File: config.mk
export PLATFORM = sky130hd
export DESIGN_NAME = pipe_ctrl_flat
export DESIGN_NICKNAME = d
export VERILOG_FILES = /design/src/rtl/pipe_ctrl_if.sv /design/src/rtl/pipe_ctrl.sv /design/src/flat_wrapper.sv
export SDC_FILE = /design/constraint.sdc
export NUM_CORES = 1
export LEC_CHECK = 0
export BUFFER_PORTS_ARGS = -buffer_cell sky130_fd_sc_hd__buf_2
export CORE_AREA = 5 5 97 99
export CTS_CLUSTER_SIZE = 30
export DETAILED_ROUTE_END_ITERATION = 16
export DIE_AREA = 0 0 102 104
export PLACE_DENSITY_LB_ADDON = 0.3
export SLEW_MARGIN = 20
export SYNTH_ARGS = -nofsm -noshare
export SYNTH_HDL_FRONTEND = slang
export SYNTH_SLANG_ARGS = --single-unit
File: constraint.sdc
create_clock -name clk -period 1.96 [get_ports clk]
set_input_delay 0.098 -clock clk [delete_from_list [all_inputs] [get_ports clk]]
set_output_delay 0.098 -clock clk [all_outputs]
set_load 0.005 [all_outputs]
File: src/rtl/pipe_ctrl_if.sv
`default_nettype none
// +-----------------------------------------------------------------------+
// | pipe_ctrl_if : stage handshake bundle between controller and stages    |
// | Rev 1.0                                                                |
// +-----------------------------------------------------------------------+
interface pipe_ctrl_if;
  logic IF_over;
  logic ID_over;
  logic EXE_over;
  logic MEM_over;
  logic WB_over;
  logic exc_valid;
  logic IF_valid;
  logic ID_valid;
  logic EXE_valid;
  logic MEM_valid;
  logic WB_valid;
  logic next_fetch;
  logic cancel;

  modport master (
    input  IF_over, ID_over, EXE_over, MEM_over, WB_over, exc_valid,
    output IF_valid, ID_valid, EXE_valid, MEM_valid, WB_valid,
    output next_fetch, cancel
  );

  modport slave (
    output IF_over, ID_over, EXE_over, MEM_over, WB_over, exc_valid,
    input  IF_valid, ID_valid, EXE_valid, MEM_valid, WB_valid,
    input  next_fetch, cancel
  );
endinterface
`default_nettype wire

File: src/rtl/pipe_ctrl.sv
`default_nettype none
// +-----------------------------------------------------------------------+
// | pipe_ctrl : five-stage valid/allow-in sequencer with halt FSM, counters|
// | Rev 1.0                                                                |
// +-----------------------------------------------------------------------+
module pipe_ctrl #(
  parameter int CNT_W = 32
) (
  input  logic             clk,
  input  logic             resetn,
  pipe_ctrl_if.master      pif,
  input  logic             halt_req,
  input  logic             resume,
  output logic             halted,
  output logic [CNT_W-1:0] cycle_cnt,
  output logic [CNT_W-1:0] inst_cnt
);

  localparam logic [1:0] ST_BOOT   = 2'd0;
  localparam logic [1:0] ST_RUN    = 2'd1;
  localparam logic [1:0] ST_DRAIN  = 2'd2;
  localparam logic [1:0] ST_HALTED = 2'd3;

  localparam logic [CNT_W-1:0] CNT_ONE = {{(CNT_W-1){1'b0}}, 1'b1};

  logic [1:0]       r_state;
  logic [1:0]       w_state_nxt;
  logic             r_id_valid;
  logic             r_exe_valid;
  logic             r_mem_valid;
  logic             r_wb_valid;
  logic [CNT_W-1:0] r_cycle_cnt;
  logic [CNT_W-1:0] r_inst_cnt;

  logic w_if_valid;
  logic w_cancel;
  logic w_wb_allow_in;
  logic w_mem_allow_in;
  logic w_exe_allow_in;
  logic w_id_allow_in;
  logic w_any_valid;
  logic w_fetch_open;
  logic w_retire;

  assign w_if_valid = (r_state == ST_RUN);
  assign w_cancel   = pif.exc_valid;

  // Allow-in ripples back from WB: a stage can take new work when empty
  // or when its occupant is leaving this cycle.
  assign w_wb_allow_in  = !r_wb_valid  | pif.WB_over;
  assign w_mem_allow_in = !r_mem_valid | (pif.MEM_over & w_wb_allow_in);
  assign w_exe_allow_in = !r_exe_valid | (pif.EXE_over & w_mem_allow_in);
  assign w_id_allow_in  = !r_id_valid  | (pif.ID_over  & w_exe_allow_in);

  assign w_any_valid  = r_id_valid | r_exe_valid | r_mem_valid | r_wb_valid;
  assign w_fetch_open = (r_state == ST_RUN) || (r_state == ST_DRAIN);
  assign w_retire     = r_wb_valid & pif.WB_over;

  assign pif.IF_valid   = w_if_valid;
  assign pif.ID_valid   = r_id_valid;
  assign pif.EXE_valid  = r_exe_valid;
  assign pif.MEM_valid  = r_mem_valid;
  assign pif.WB_valid   = r_wb_valid;
  assign pif.cancel     = w_cancel;
  assign pif.next_fetch = w_fetch_open &
                          ((w_if_valid & pif.IF_over & w_id_allow_in) | w_cancel);

  assign halted    = (r_state == ST_HALTED);
  assign cycle_cnt = r_cycle_cnt;
  assign inst_cnt  = r_inst_cnt;

  always_comb begin
    w_state_nxt = r_state;
    case (r_state)
      ST_BOOT:   w_state_nxt = ST_RUN;
      // An exception outranks a halt request; halt is seen again next cycle.
      ST_RUN:    if (halt_req && !w_cancel) w_state_nxt = ST_DRAIN;
      ST_DRAIN: begin
        if (!w_any_valid)  w_state_nxt = ST_HALTED;
        else if (!halt_req) w_state_nxt = ST_RUN;
      end
      ST_HALTED: if (resume && !halt_req) w_state_nxt = ST_RUN;
      default:   w_state_nxt = ST_BOOT;
    endcase
  end

  always_ff @(posedge clk or negedge resetn) begin
    if (!resetn) begin
      r_state     <= ST_BOOT;
      r_id_valid  <= 1'b0;
      r_exe_valid <= 1'b0;
      r_mem_valid <= 1'b0;
      r_wb_valid  <= 1'b0;
      r_cycle_cnt <= '0;
      r_inst_cnt  <= '0;
    end else begin
      r_state <= w_state_nxt;

      if (w_cancel)           r_id_valid <= 1'b0;
      else if (w_id_allow_in) r_id_valid <= w_if_valid & pif.IF_over;

      if (w_cancel)            r_exe_valid <= 1'b0;
      else if (w_exe_allow_in) r_exe_valid <= r_id_valid & pif.ID_over;

      if (w_cancel)            r_mem_valid <= 1'b0;
      else if (w_mem_allow_in) r_mem_valid <= r_exe_valid & pif.EXE_over;

      // WB itself is never flushed: the excepting instruction retires.
      if (w_wb_allow_in) r_wb_valid <= r_mem_valid & pif.MEM_over & !w_cancel;

      if (w_fetch_open) r_cycle_cnt <= r_cycle_cnt + CNT_ONE;
      if (w_retire)     r_inst_cnt  <= r_inst_cnt + CNT_ONE;
    end
  end

endmodule
`default_nettype wire

File: src/flat_wrapper.sv
// flat-port wrapper written by rule: the top's interface ports become plain ports
module pipe_ctrl_flat 
#(
  parameter int CNT_W = 32
)
  (clk, resetn, halt_req, resume, halted, cycle_cnt, inst_cnt, pif_IF_over, pif_ID_over, pif_EXE_over, pif_MEM_over, pif_WB_over, pif_exc_valid, pif_IF_valid, pif_ID_valid, pif_EXE_valid, pif_MEM_valid, pif_WB_valid, pif_next_fetch, pif_cancel);
  pipe_ctrl_if pif_i ();
  input  logic clk;
  input  logic resetn;
  input  logic halt_req;
  input  logic resume;
  output logic halted;
  output logic [CNT_W-1:0] cycle_cnt;
  output logic [CNT_W-1:0] inst_cnt;
  input wire logic [$bits(pif_i.IF_over)-1:0] pif_IF_over;
  input wire logic [$bits(pif_i.ID_over)-1:0] pif_ID_over;
  input wire logic [$bits(pif_i.EXE_over)-1:0] pif_EXE_over;
  input wire logic [$bits(pif_i.MEM_over)-1:0] pif_MEM_over;
  input wire logic [$bits(pif_i.WB_over)-1:0] pif_WB_over;
  input wire logic [$bits(pif_i.exc_valid)-1:0] pif_exc_valid;
  output wire logic [$bits(pif_i.IF_valid)-1:0] pif_IF_valid;
  output wire logic [$bits(pif_i.ID_valid)-1:0] pif_ID_valid;
  output wire logic [$bits(pif_i.EXE_valid)-1:0] pif_EXE_valid;
  output wire logic [$bits(pif_i.MEM_valid)-1:0] pif_MEM_valid;
  output wire logic [$bits(pif_i.WB_valid)-1:0] pif_WB_valid;
  output wire logic [$bits(pif_i.next_fetch)-1:0] pif_next_fetch;
  output wire logic [$bits(pif_i.cancel)-1:0] pif_cancel;
  assign pif_i.IF_over = pif_IF_over;
  assign pif_i.ID_over = pif_ID_over;
  assign pif_i.EXE_over = pif_EXE_over;
  assign pif_i.MEM_over = pif_MEM_over;
  assign pif_i.WB_over = pif_WB_over;
  assign pif_i.exc_valid = pif_exc_valid;
  assign pif_IF_valid = pif_i.IF_valid;
  assign pif_ID_valid = pif_i.ID_valid;
  assign pif_EXE_valid = pif_i.EXE_valid;
  assign pif_MEM_valid = pif_i.MEM_valid;
  assign pif_WB_valid = pif_i.WB_valid;
  assign pif_next_fetch = pif_i.next_fetch;
  assign pif_cancel = pif_i.cancel;
  pipe_ctrl #(.CNT_W(CNT_W)) u_core (.clk(clk), .resetn(resetn), .pif(pif_i), .halt_req(halt_req), .resume(resume), .halted(halted), .cycle_cnt(cycle_cnt), .inst_cnt(inst_cnt));
endmodule
==> results.md <==
* Outcome: complete, no violations
* CTS root buf: clkbuf_8
* Clk_lat worst skew at 340 ps
* CP Launch Type: register
* Yosys reg bits at 70
* Vias in the first global route at 2499
* CP delay by family, top: compound AO/OA/AOI/OAI gates
* DRC viols at 0
* Switching power at approximately 1.0 mW
* First DRT Iteration DRCs at 49
* Worst clock skew at 10.80 ps
* Synth cell types at 36
* Top post-synthesis cells by area: dfrtp_1 (54%), xnor2_1 (13%), xor2_1 (4.0%)
* Routed Antenna Nets at 0
* Fmax at 553.1 MHz
* Row Count at 34
* CP Capture Type: primary output
* Chip height at 104 um
* All-layer global routing usage at 13.83%
* N_diodes at 0
* VDD IR max at 0.7236 mV
* Crit-path max FO at 6
* Total Wirelength at 6906 um
* CP Data Required Time at 1860 ps
* Top cell by count, worst path: a21bo_2
* Most frequent cells in the layout: buf_2 (81), dfrtp_1 (70), xnor2_1 (47)
* Top Ports at 82
* Critical path class: reg -> out
* LEAKAGE at 2.172 nW
* Relative slew slack at 73.61%
* Slack of the critical path at 151.9 ps
* Vias at 2400
* Flop pwr share at ~46%
* Buffers on Ports at 81
* Max-cap violations at 0
* Core footprint at 8466 um2
* P_int at 2.680 mW
* Final setup fails at 0
* Clock Pin Slew Worst Setup and Hold Paths at 80 ps
* CP Cell Sequence: nand2b_1 > a21bo_2 > a21bo_2 > a21oi_1 > nor3_1 > buf_2
* PD cells at 892.0 nW/um2
* CTS buffer count at 9
* Synth warn at 0
* Synthesized instance count at 285
* Fin crit period at 1808 ps
* Worst slew pin tran at 391.8 ps
* Post-synth top area share at 53.85%
* Sw frac at between 20% and 30%
* Commonest non-fill, non-tap cell in the layout: buf_2
* Final period utilization at ~92%
* Post-layout net count at 403
* Largest net degree at the start of global routing at a little over 70
* TritonCTS Sinks at 70
* Remaining Overflow, GRT at 0
* Overall Power at about 3.7 mW
* Final slew viol count at 0
* Syn avg cell area at between 10 and 15 um2
* Layout cells sized above 1 at 32.14%
* Post-DP HPWL at 4969 um
* Avg WL per Cell at 13.81 um
* GPL Wtd Cong at 0.7770
* Final hold vios at 0
* H-tree Lvls at 3
* Clock network power share at 35.3%
* CTS tree: built
* Sequential area share after synthesis at 53.85%
* Die Wd at 102 um
* Syn Nets at 301
* Crit path DAT at between 1500 and 2000 ps
* Worst hold-check path type: in -> reg
* Clock Tree Buf Depth at 2
* Vias/cell at 4.800
* Combinational power share at between 10% and 20%
* Setup WS pre-CTS at 59.80 ps
* Post-synthesis cell area at 3253 um2
* Drt pass-1 iters at 4
* Antenna violations before repair at 0
* Synth-to-layout area growth at 27.58%
* WP buf/inv at 1
* Synth area leader: dfrtp_1
* Crit-path slowest cell: dfrtp_1
* First-pass GRT wire length at 11850 um
* Max stage delay on crit path at 430 ps
* Die ar. at 10610 um2
* Starting Density at about two fifths
==> path summary, 6_finish.rpt <==
check,slack [ps],endpoint,cells after the start,from
max,150,pif_next_fetch,6,u_core.pif.WB_valid
min,60,u_core.inst_cnt[2],3,pif_WB_over
max reg2reg,160,u_core.cycle_cnt[19],7,u_core.r_state[0]
min reg2reg,470,u_core.inst_cnt[31],1,u_core.inst_cnt[31]
max in group asynchronous,1340,u_core.r_state[1],3,resetn
min in group asynchronous,310,u_core.inst_cnt[11],3,resetn
==> sequential cells by signal, indices dropped and copies added, names as in the netlist <==
signal                flops
u_core.cycle_cnt         32
u_core.inst_cnt          32
u_core.r_state            2
u_core.pif.EXE_valid      1
u_core.pif.ID_valid       1
u_core.pif.MEM_valid      1
u_core.pif.WB_valid       1
==> timing repair <==
action	4_1_cts	5_1_grt
setup buffers	0	1
hold buffers	6	0
gates resized for setup	0	4
endpoints found under the hold margin	74	0
endpoints found under the setup margin	0	7
==> area by class of cell <==
class,instances,area [um2]
Timing Repair Buffer,96,545.5
Tap cell,108,135.1
Sequential cell,70,1752
Inverter,8,30.03
Clock inverter,6,85.08
Fill cell,804,4315
Multi-Input combinational cell,202,1465
Clock buffer,10,137.6
==> per-layer routing <==
layer,up-vias,track usage (%),part of all wire (%),wire length [um]
met5,-,0,0,0
met4,0,5.061,0.93,64
met2,66,22.01,47,3231
met1,1163,18.12,46,3195
li1,1165,-,-,-
met3,6,3.353,6.0,415
==> cells by family (layout without fill, tap and decap cells) <==
| family | after synthesis | in the layout | synth area share (%) |
|---|---|---|---|
| compound gates | 13 | 13 | 2.462 |
| buf+inv | 13 | 120 | 1.731 |
| fa+ha+maj | 6 | 6 | 2.308 |
| flops | 70 | 70 | 53.85 |
| mux | 2 | 2 | 0.6923 |
| xor+xnor | 62 | 62 | 16.69 |
| simple gates | 119 | 119 | 22.27 |
==> worst reg2reg max path: stages (launching register included) <==
cell,delay [ps]
dfrtp_1,380
inv_1,100
ha_4,220
nand4b_1,210
nor3_2,260
and4_4,280
nand4_1,110
xnor2_1,140
==> power by group through the flow <==
stage          sequential (mW)  combinational (mW)  clock, mW
2_1_floorplan             1.71               0.382          0
3_3_place_gp              1.70               0.675          0
3_5_place_dp              1.71               0.690          0
4_1_cts                   1.68               0.703       1.35
5_1_grt                   1.70               0.803       1.41
6_report                  1.68               0.712       1.31
==> synthesized netlist by cell type (all sizes together) <==
cell and instances:
xnor2 47, and4b 1, nand3 22, dfrtp 70, nand4bb 1, nand2b 3, nand2 30, inv 8
or4 1, xor2 15, nor4 1, and3 6, nand4b 1, a21bo 2, buf 4, and3b 1
nor2 19, and2 4, o21bai 1, mux2 2, o21ai 3, nand3b 2, nand4 12, o31ai 1
nor3 7, a21oi 6, and4 8, ha 6, clkbuf 1
==> per-stage QoR <==
stage	utilization (%)	area, um2	std cells	hold WS (ps)	setup TNS, ps
6_report	49.02	4150	500	59.51	0
5_1_grt	49.02	4150	500	59.31	-2.379
4_1_cts	48.70	4123	499	39.43	0
3_5_place_dp	45.36	3840	477	158.3	0
3_3_place_gp	45.36	3840	477	153.3	0
2_1_floorplan	-	3253	285	-197.6	0
No activity file was read; power rests on OpenSTA's default activity.
